[src/rtl/sample_reader_pkg.sv]
// Shared constants and address helpers for the sample buffer.
// The write-address generator uses the same definitions.
package sample_reader_pkg;

    localparam int unsigned DEPTH     = 62500;
    localparam int unsigned LAST_ADDR = DEPTH - 1;
    localparam int unsigned ADDR_W    = 16;
    localparam int unsigned DATA_W    = 16;

    typedef logic [ADDR_W-1:0] addr_t;
    typedef logic [DATA_W-1:0] data_t;

    // Circular increment: LAST_ADDR wraps to 0, never to DEPTH.
    function automatic addr_t addr_wrap_inc(input addr_t addr);
        return (addr == addr_t'(LAST_ADDR)) ? '0 : addr + addr_t'(1);
    endfunction

endpackage

[src/rtl/sample_reader_if.sv]
// Memory read port plus serializer valid/ready handshake of the sample reader.
interface sample_reader_if;
    import sample_reader_pkg::*;

    logic  mem_rd_en;
    addr_t mem_rd_addr;
    data_t mem_rd_data;
    data_t ser_data;
    logic  ser_valid;
    logic  ser_ready;

    modport master (
        output mem_rd_en,
        output mem_rd_addr,
        input  mem_rd_data,
        output ser_data,
        output ser_valid,
        input  ser_ready
    );

    modport slave (
        input  mem_rd_en,
        input  mem_rd_addr,
        output mem_rd_data,
        input  ser_data,
        input  ser_valid,
        output ser_ready
    );

endinterface

[src/rtl/sample_prefetch_fifo.sv]
// Two-entry prefetch FIFO with synchronous flush; head reads as zero when empty.
module sample_prefetch_fifo
    import sample_reader_pkg::*;
(
    input  logic       clock,
    input  logic       reset,
    input  logic       flush_i,
    input  logic       push_i,
    input  data_t      push_data_i,
    input  logic       pop_i,
    output data_t      head_o,
    output logic [1:0] occ_o
);

    data_t      mem_q [2];
    data_t      mem_d [2];
    logic       wr_ptr_q, wr_ptr_d;
    logic       rd_ptr_q, rd_ptr_d;
    logic [1:0] occ_q, occ_d;
    logic       do_push, do_pop;

    assign do_push = push_i && (occ_q != 2'd2);
    assign do_pop  = pop_i && (occ_q != 2'd0);

    always_comb begin
        mem_d    = mem_q;
        wr_ptr_d = wr_ptr_q;
        rd_ptr_d = rd_ptr_q;
        occ_d    = occ_q;
        if (flush_i) begin
            wr_ptr_d = 1'b0;
            rd_ptr_d = 1'b0;
            occ_d    = 2'd0;
        end else begin
            if (do_push) begin
                mem_d[wr_ptr_q] = push_data_i;
                wr_ptr_d        = ~wr_ptr_q;
            end
            if (do_pop) begin
                rd_ptr_d = ~rd_ptr_q;
            end
            occ_d = occ_q + {1'b0, do_push} - {1'b0, do_pop};
        end
    end

    always_ff @(posedge clock) begin
        if (reset) begin
            wr_ptr_q <= 1'b0;
            rd_ptr_q <= 1'b0;
            occ_q    <= 2'd0;
        end else begin
            wr_ptr_q <= wr_ptr_d;
            rd_ptr_q <= rd_ptr_d;
            occ_q    <= occ_d;
        end
    end

    // Storage needs no reset: the head is masked while the FIFO is empty.
    always_ff @(posedge clock) begin
        mem_q <= mem_d;
    end

    assign head_o = (occ_q != 2'd0) ? mem_q[rd_ptr_q] : '0;
    assign occ_o  = occ_q;

endmodule

[src/rtl/sample_reader.sv]
// Walks the circular sample buffer behind the writer, prefetching up to two words
// from single-cycle-latency memory and handing them to the serializer.
module sample_reader
    import sample_reader_pkg::*;
(
    input  logic              clock,
    input  logic              reset,
    input  logic              enable_i,
    input  addr_t             wr_addr_i,
    output logic              empty_o,
    output logic              underrun_o,
    sample_reader_if.master   bus_io
);

    addr_t      rd_addr_q, rd_addr_d;
    logic       inflight_q, inflight_d;
    logic       underrun_q, underrun_d;
    logic [1:0] occ;
    logic [2:0] slots_used;
    logic       ser_valid;
    logic       transfer;
    logic       issue;
    logic       empty;

    assign empty     = (rd_addr_q == wr_addr_i);
    assign ser_valid = (occ != 2'd0);
    assign transfer  = ser_valid && bus_io.ser_ready;

    // A slot freed by this cycle's transfer counts as free, sustaining one word per cycle.
    assign slots_used = {1'b0, occ} + {2'b00, inflight_q} - {2'b00, transfer};
    assign issue      = enable_i && !empty && (slots_used < 3'd2);

    always_comb begin
        rd_addr_d  = rd_addr_q;
        inflight_d = 1'b0;
        underrun_d = underrun_q;
        if (!enable_i) begin
            rd_addr_d  = '0;
            underrun_d = 1'b0;
        end else begin
            if (issue) begin
                rd_addr_d = addr_wrap_inc(rd_addr_q);
            end
            inflight_d = issue;
            if (bus_io.ser_ready && !ser_valid) begin
                underrun_d = 1'b1;
            end
        end
    end

    always_ff @(posedge clock) begin
        if (reset) begin
            rd_addr_q  <= '0;
            inflight_q <= 1'b0;
            underrun_q <= 1'b0;
        end else begin
            rd_addr_q  <= rd_addr_d;
            inflight_q <= inflight_d;
            underrun_q <= underrun_d;
        end
    end

    // Data returning while enable is low belongs to a flushed read and is dropped.
    sample_prefetch_fifo u_fifo (
        .clock       (clock),
        .reset       (reset),
        .flush_i     (!enable_i),
        .push_i      (inflight_q && enable_i),
        .push_data_i (bus_io.mem_rd_data),
        .pop_i       (transfer),
        .head_o      (bus_io.ser_data),
        .occ_o       (occ)
    );

    assign bus_io.mem_rd_en   = issue;
    assign bus_io.mem_rd_addr = rd_addr_q;
    assign bus_io.ser_valid   = ser_valid;
    assign empty_o            = empty;
    assign underrun_o         = underrun_q;

endmodule

[src/flat_wrapper.sv]
// flat-port wrapper written by rule: the top's interface ports become plain ports
module sample_reader_flat import sample_reader_pkg::*;
  (clock, reset, enable_i, wr_addr_i, empty_o, underrun_o, bus_io_mem_rd_en, bus_io_mem_rd_addr, bus_io_mem_rd_data, bus_io_ser_data, bus_io_ser_valid, bus_io_ser_ready);
  sample_reader_if bus_io_i ();
  input  logic clock;
  input  logic reset;
  input  logic enable_i;
  input  addr_t wr_addr_i;
  output logic empty_o;
  output logic underrun_o;
  output wire logic [$bits(bus_io_i.mem_rd_en)-1:0] bus_io_mem_rd_en;
  output wire logic [$bits(bus_io_i.mem_rd_addr)-1:0] bus_io_mem_rd_addr;
  input wire logic [$bits(bus_io_i.mem_rd_data)-1:0] bus_io_mem_rd_data;
  output wire logic [$bits(bus_io_i.ser_data)-1:0] bus_io_ser_data;
  output wire logic [$bits(bus_io_i.ser_valid)-1:0] bus_io_ser_valid;
  input wire logic [$bits(bus_io_i.ser_ready)-1:0] bus_io_ser_ready;
  assign bus_io_mem_rd_en = bus_io_i.mem_rd_en;
  assign bus_io_mem_rd_addr = bus_io_i.mem_rd_addr;
  assign bus_io_i.mem_rd_data = bus_io_mem_rd_data;
  assign bus_io_ser_data = bus_io_i.ser_data;
  assign bus_io_ser_valid = bus_io_i.ser_valid;
  assign bus_io_i.ser_ready = bus_io_ser_ready;
  sample_reader u_core (.clock(clock), .reset(reset), .enable_i(enable_i), .wr_addr_i(wr_addr_i), .empty_o(empty_o), .underrun_o(underrun_o), .bus_io(bus_io_i));
endmodule
[config.mk]
export PLATFORM = sky130hd
export DESIGN_NAME = sample_reader_flat
export DESIGN_NICKNAME = d
export VERILOG_FILES = /design/src/rtl/sample_reader_pkg.sv /design/src/rtl/sample_reader_if.sv /design/src/rtl/sample_prefetch_fifo.sv /design/src/rtl/sample_reader.sv /design/src/flat_wrapper.sv
export SDC_FILE = /design/constraint.sdc
export NUM_CORES = 1
export LEC_CHECK = 0
export CAP_MARGIN = 20
export CORE_ASPECT_RATIO = 1.75
export CORE_MARGIN = 2
export CORE_UTILIZATION = 48
export DETAILED_ROUTE_END_ITERATION = 8
export PLACE_DENSITY = 0.81
export SLEW_MARGIN = 40
export SYNTH_ARGS = -nofsm -noshare
export SYNTH_HDL_FRONTEND = slang
export SYNTH_SLANG_ARGS = --single-unit
[constraint.sdc]
create_clock -name clock -period 3.6 [get_ports clock]
set_input_delay 0.72 -clock clock [delete_from_list [all_inputs] [get_ports clock]]
set_output_delay 0.72 -clock clock [all_outputs]
set_load 0.1 [all_outputs]
==> results_dict.tcl <==
set metrics [dict create \
    path_buf_inv 2 \
    post_drt_wl_per_cell_um 15.7 \
    total_power_mw 1.25 \
    path_clk_slew_ns 0.08 \
    cap_violations 0 \
    drt_first_pass_iters 4 \
    syn_area_per_cell_sq_um 11.0 \
    finalSetupViolations 0 \
    cts_setup_buffers 0 \
    critPathArrivalTime_ns 2.79 \
    path_class "in -> out" \
    ys.flop_type "edfxtp_1" \
    cp-start-kind "primary input" \
    place_inst 387 \
    whs_ns 0.479 \
    power_density_mw_per_mm2 350 \
    finalHoldViolCount 0 \
    wirelength_mm 6.22 \
    outcome "finished, final reports clean" \
    period_share_pct 97.6 \
    syn_to_final_growth_pct 32.9 \
    worst-path-stages 9 \
    final.min_clock_period_ns 3.51 \
    die_x_um 60.5 \
    htreeDepth 2 \
    crit_chain "clkdlybuf4s50_1, nor2b_2, ha_1, nand2b_4, fa_2, xnor2_2, nand3_2, nor2_4, buf_12" \
    initial_core_util_pct 48.8 \
    pin_count 72 \
    timing.rr.start "u_core.u_fifo.occ_o[1]" \
    clockBufferDepth 2 \
    r2r_cells 11 \
    nets 359 \
    drive_above_1_share_pct 20.4 \
    gp_congestion 0.926 \
    cpPeakStageDelay_ns 0.48 \
    crit_path_max_fanout 2 \
    grt_overflow_total 0 \
    drtIter0Drc 98 \
    grt_max_degree 19 \
    ctsHoldBuffers 0 \
    grt.total_usage_pct 20.6 \
    reg2reg_slack_ns 0.79 \
    syn-instance-count 243 \
    die_h_um 103 \
    grt_pass1_vias 2145 \
    timing.rr.end "u_core.bus_io.mem_rd_addr[13]" \
    syn_area_sq_mm 0.00268 \
    io_buffers 71 \
    clock_sinks 54 \
    yosysSeqAreaShare_pct 52.3 \
    vias 2250 \
    cts_tree "done" \
    drv_slew 0 \
    min_path_type "reg -> reg" \
    via_per_inst 5.70 \
    core_area_sq_mm 0.00550 \
    grt_pass1_wl_mm 9.74 \
    dp_hpwl_mm 4.60 \
    ant_nets 0 \
    worst_skew_pair.late_latency_ns 0.30 \
    rows 36 \
    slew_headroom_pct 48.6 \
    ys.warnings.count 0 \
    synthArstFlopShare_pct 0 \
    fp.dieArea_sq_mm 0.00622 \
    worst_clock_skew_ns 0.00841 \
    end_kind "primary output" \
    fmax_mhz 285 \
    root_buffer "clkbuf_8" \
    post-place-ws_ns -0.000822 \
    insertedDiodeCount 0 \
    cp_slowest_cell "clkdlybuf4s50_1" \
    ys_types 42 \
    drc_errors 0 \
    crit_required_ns 2.88 \
    fin_util_pct 64.8 \
    cp_top_family "buffers and inverters" \
    peakVddDrop_uv 256 \
    syn_nets 284 \
    antenna_found_initial 0 \
    synth-seq-cells 54 \
    p_leak_nw 1.30 \
    cts_buffers 5 \
    synth-edff-count 32 \
    crit_path_end "bus_io_mem_rd_en" \
    worst_slack_ns 0.0878 \
    crit_start "bus_io_ser_ready" \
    fin_cells 395 \
    worstMarginPinSlew_ns 0.769 \
]
-- state kept, by name, indices dropped and copies added, names as in the netlist --
signal and flops:
u_core.bus_io.mem_rd_addr 16, u_core.inflight_q 1, u_core.u_fifo.mem_q 32, u_core.u_fifo.occ_o 2, u_core.u_fifo.rd_ptr_q 1, u_core.u_fifo.wr_ptr_q 1
u_core.underrun_o 1
-- power breakdown --
part | total (mW) | switching [mW] | internal (mW)
logic | 0.183 | 0.112 | 0.0718
clock network | 0.391 | 0.183 | 0.207
registers | 0.671 | 0.00698 | 0.664
-- worst min-delay path by stage --
stage	startpoint	to	slack, ns	depth (start not counted)
2_1_floorplan	u_core.u_fifo.wr_ptr_q	u_core.u_fifo.wr_ptr_q	0.52	3
3_3_place_gp	u_core.underrun_o	u_core.underrun_o	0.45	2
3_5_place_dp	u_core.underrun_o	u_core.underrun_o	0.46	2
4_1_cts	u_core.underrun_o	u_core.underrun_o	0.48	2
5_1_grt	u_core.underrun_o	u_core.underrun_o	0.52	2
6_report	u_core.underrun_o	u_core.underrun_o	0.48	2
-- placed cells by master (no fill, tap or decap), types with 5 or more instances in the layout --
master	count
o21ai_0	10
nor2_1	30
a21oi_1	9
nand4_1	5
nand3_1	9
buf_4	41
nand4b_1	9
nor4_1	5
inv_1	5
mux2i_1	17
edfxtp_1	32
buf_2	5
clkbuf_8	5
o311ai_1	5
clkdlybuf4s50_1	35
o41ai_1	5
xor2_1	17
dfxtp_1	21
-- cells by family after synthesis --
family,Yosys count,synth area share [%]
xor+xnor,21,6.86
fa+ha+maj,5,2.61
buf+inv,21,3.83
compound gates,40,9.76
mux,17,6.35
simple gates,85,18.3
flops,54,52.3
-- cells in the mapped netlist, drive strengths merged (6+ instances only) --
| cell type | instances | share of area [%] |
|---|---|---|
| mux2i | 17 | 6.3 |
| buf | 9 | 2.1 |
| nand4 | 6 | 1.6 |
| clkbuf | 6 | 0.84 |
| o21ai | 10 | 1.9 |
| nor2 | 31 | 4.3 |
| xor2 | 17 | 5.6 |
| nor4 | 6 | 2.0 |
| dfxtp | 22 | 16 |
| edfxtp | 32 | 36 |
| inv | 6 | 0.84 |
| a21oi | 9 | 1.7 |
| nand3 | 10 | 1.9 |
| nand4b | 9 | 2.9 |
-- worst min-delay path, cell delays in order, from the launching register on --
cell	delay (ns)
dfxtp_1	0.34
a21oi_1	0.05
nor2_1	0.07
-- repair_timing --
action,4_1_cts,5_1_grt
resized for setup,1,4
gates cloned,0,0
pin swaps,1,3
endpoints found under the setup margin,1,1
-- through the flow --
stage	setup TNS [ns]	area (sq um)
after floorplan	0	2690
after global placement	-0.00671	3450
after detailed placement	-0.000822	3430
after CTS	0	3540
after global routing	-0.00504	3560
final	0	3560
-- layout make-up --
cell class | instances | area [sq um]
fillers | 457 | 1930
flip-flops and latches | 54 | 1400
multi-input cells | 168 | 1210
repair buffers | 83 | 723
well taps | 76 | 95.1
clock buffers | 6 | 72.6
clock inverters | 2 | 37.5
inverters | 6 | 22.5
-- per-layer routing --
metal | track usage [%] | share of wire [%] | vias to the layer above
met1 | 21.3 | 36 | 1076
met3 | 3.89 | 6.1 | 18
met5 | 0 | 0 | -
met2 | 37.1 | 54 | 96
li1 | - | - | 1060
met4 | 12.2 | 3.9 | 0
Power figures use the tool's default switching activity.
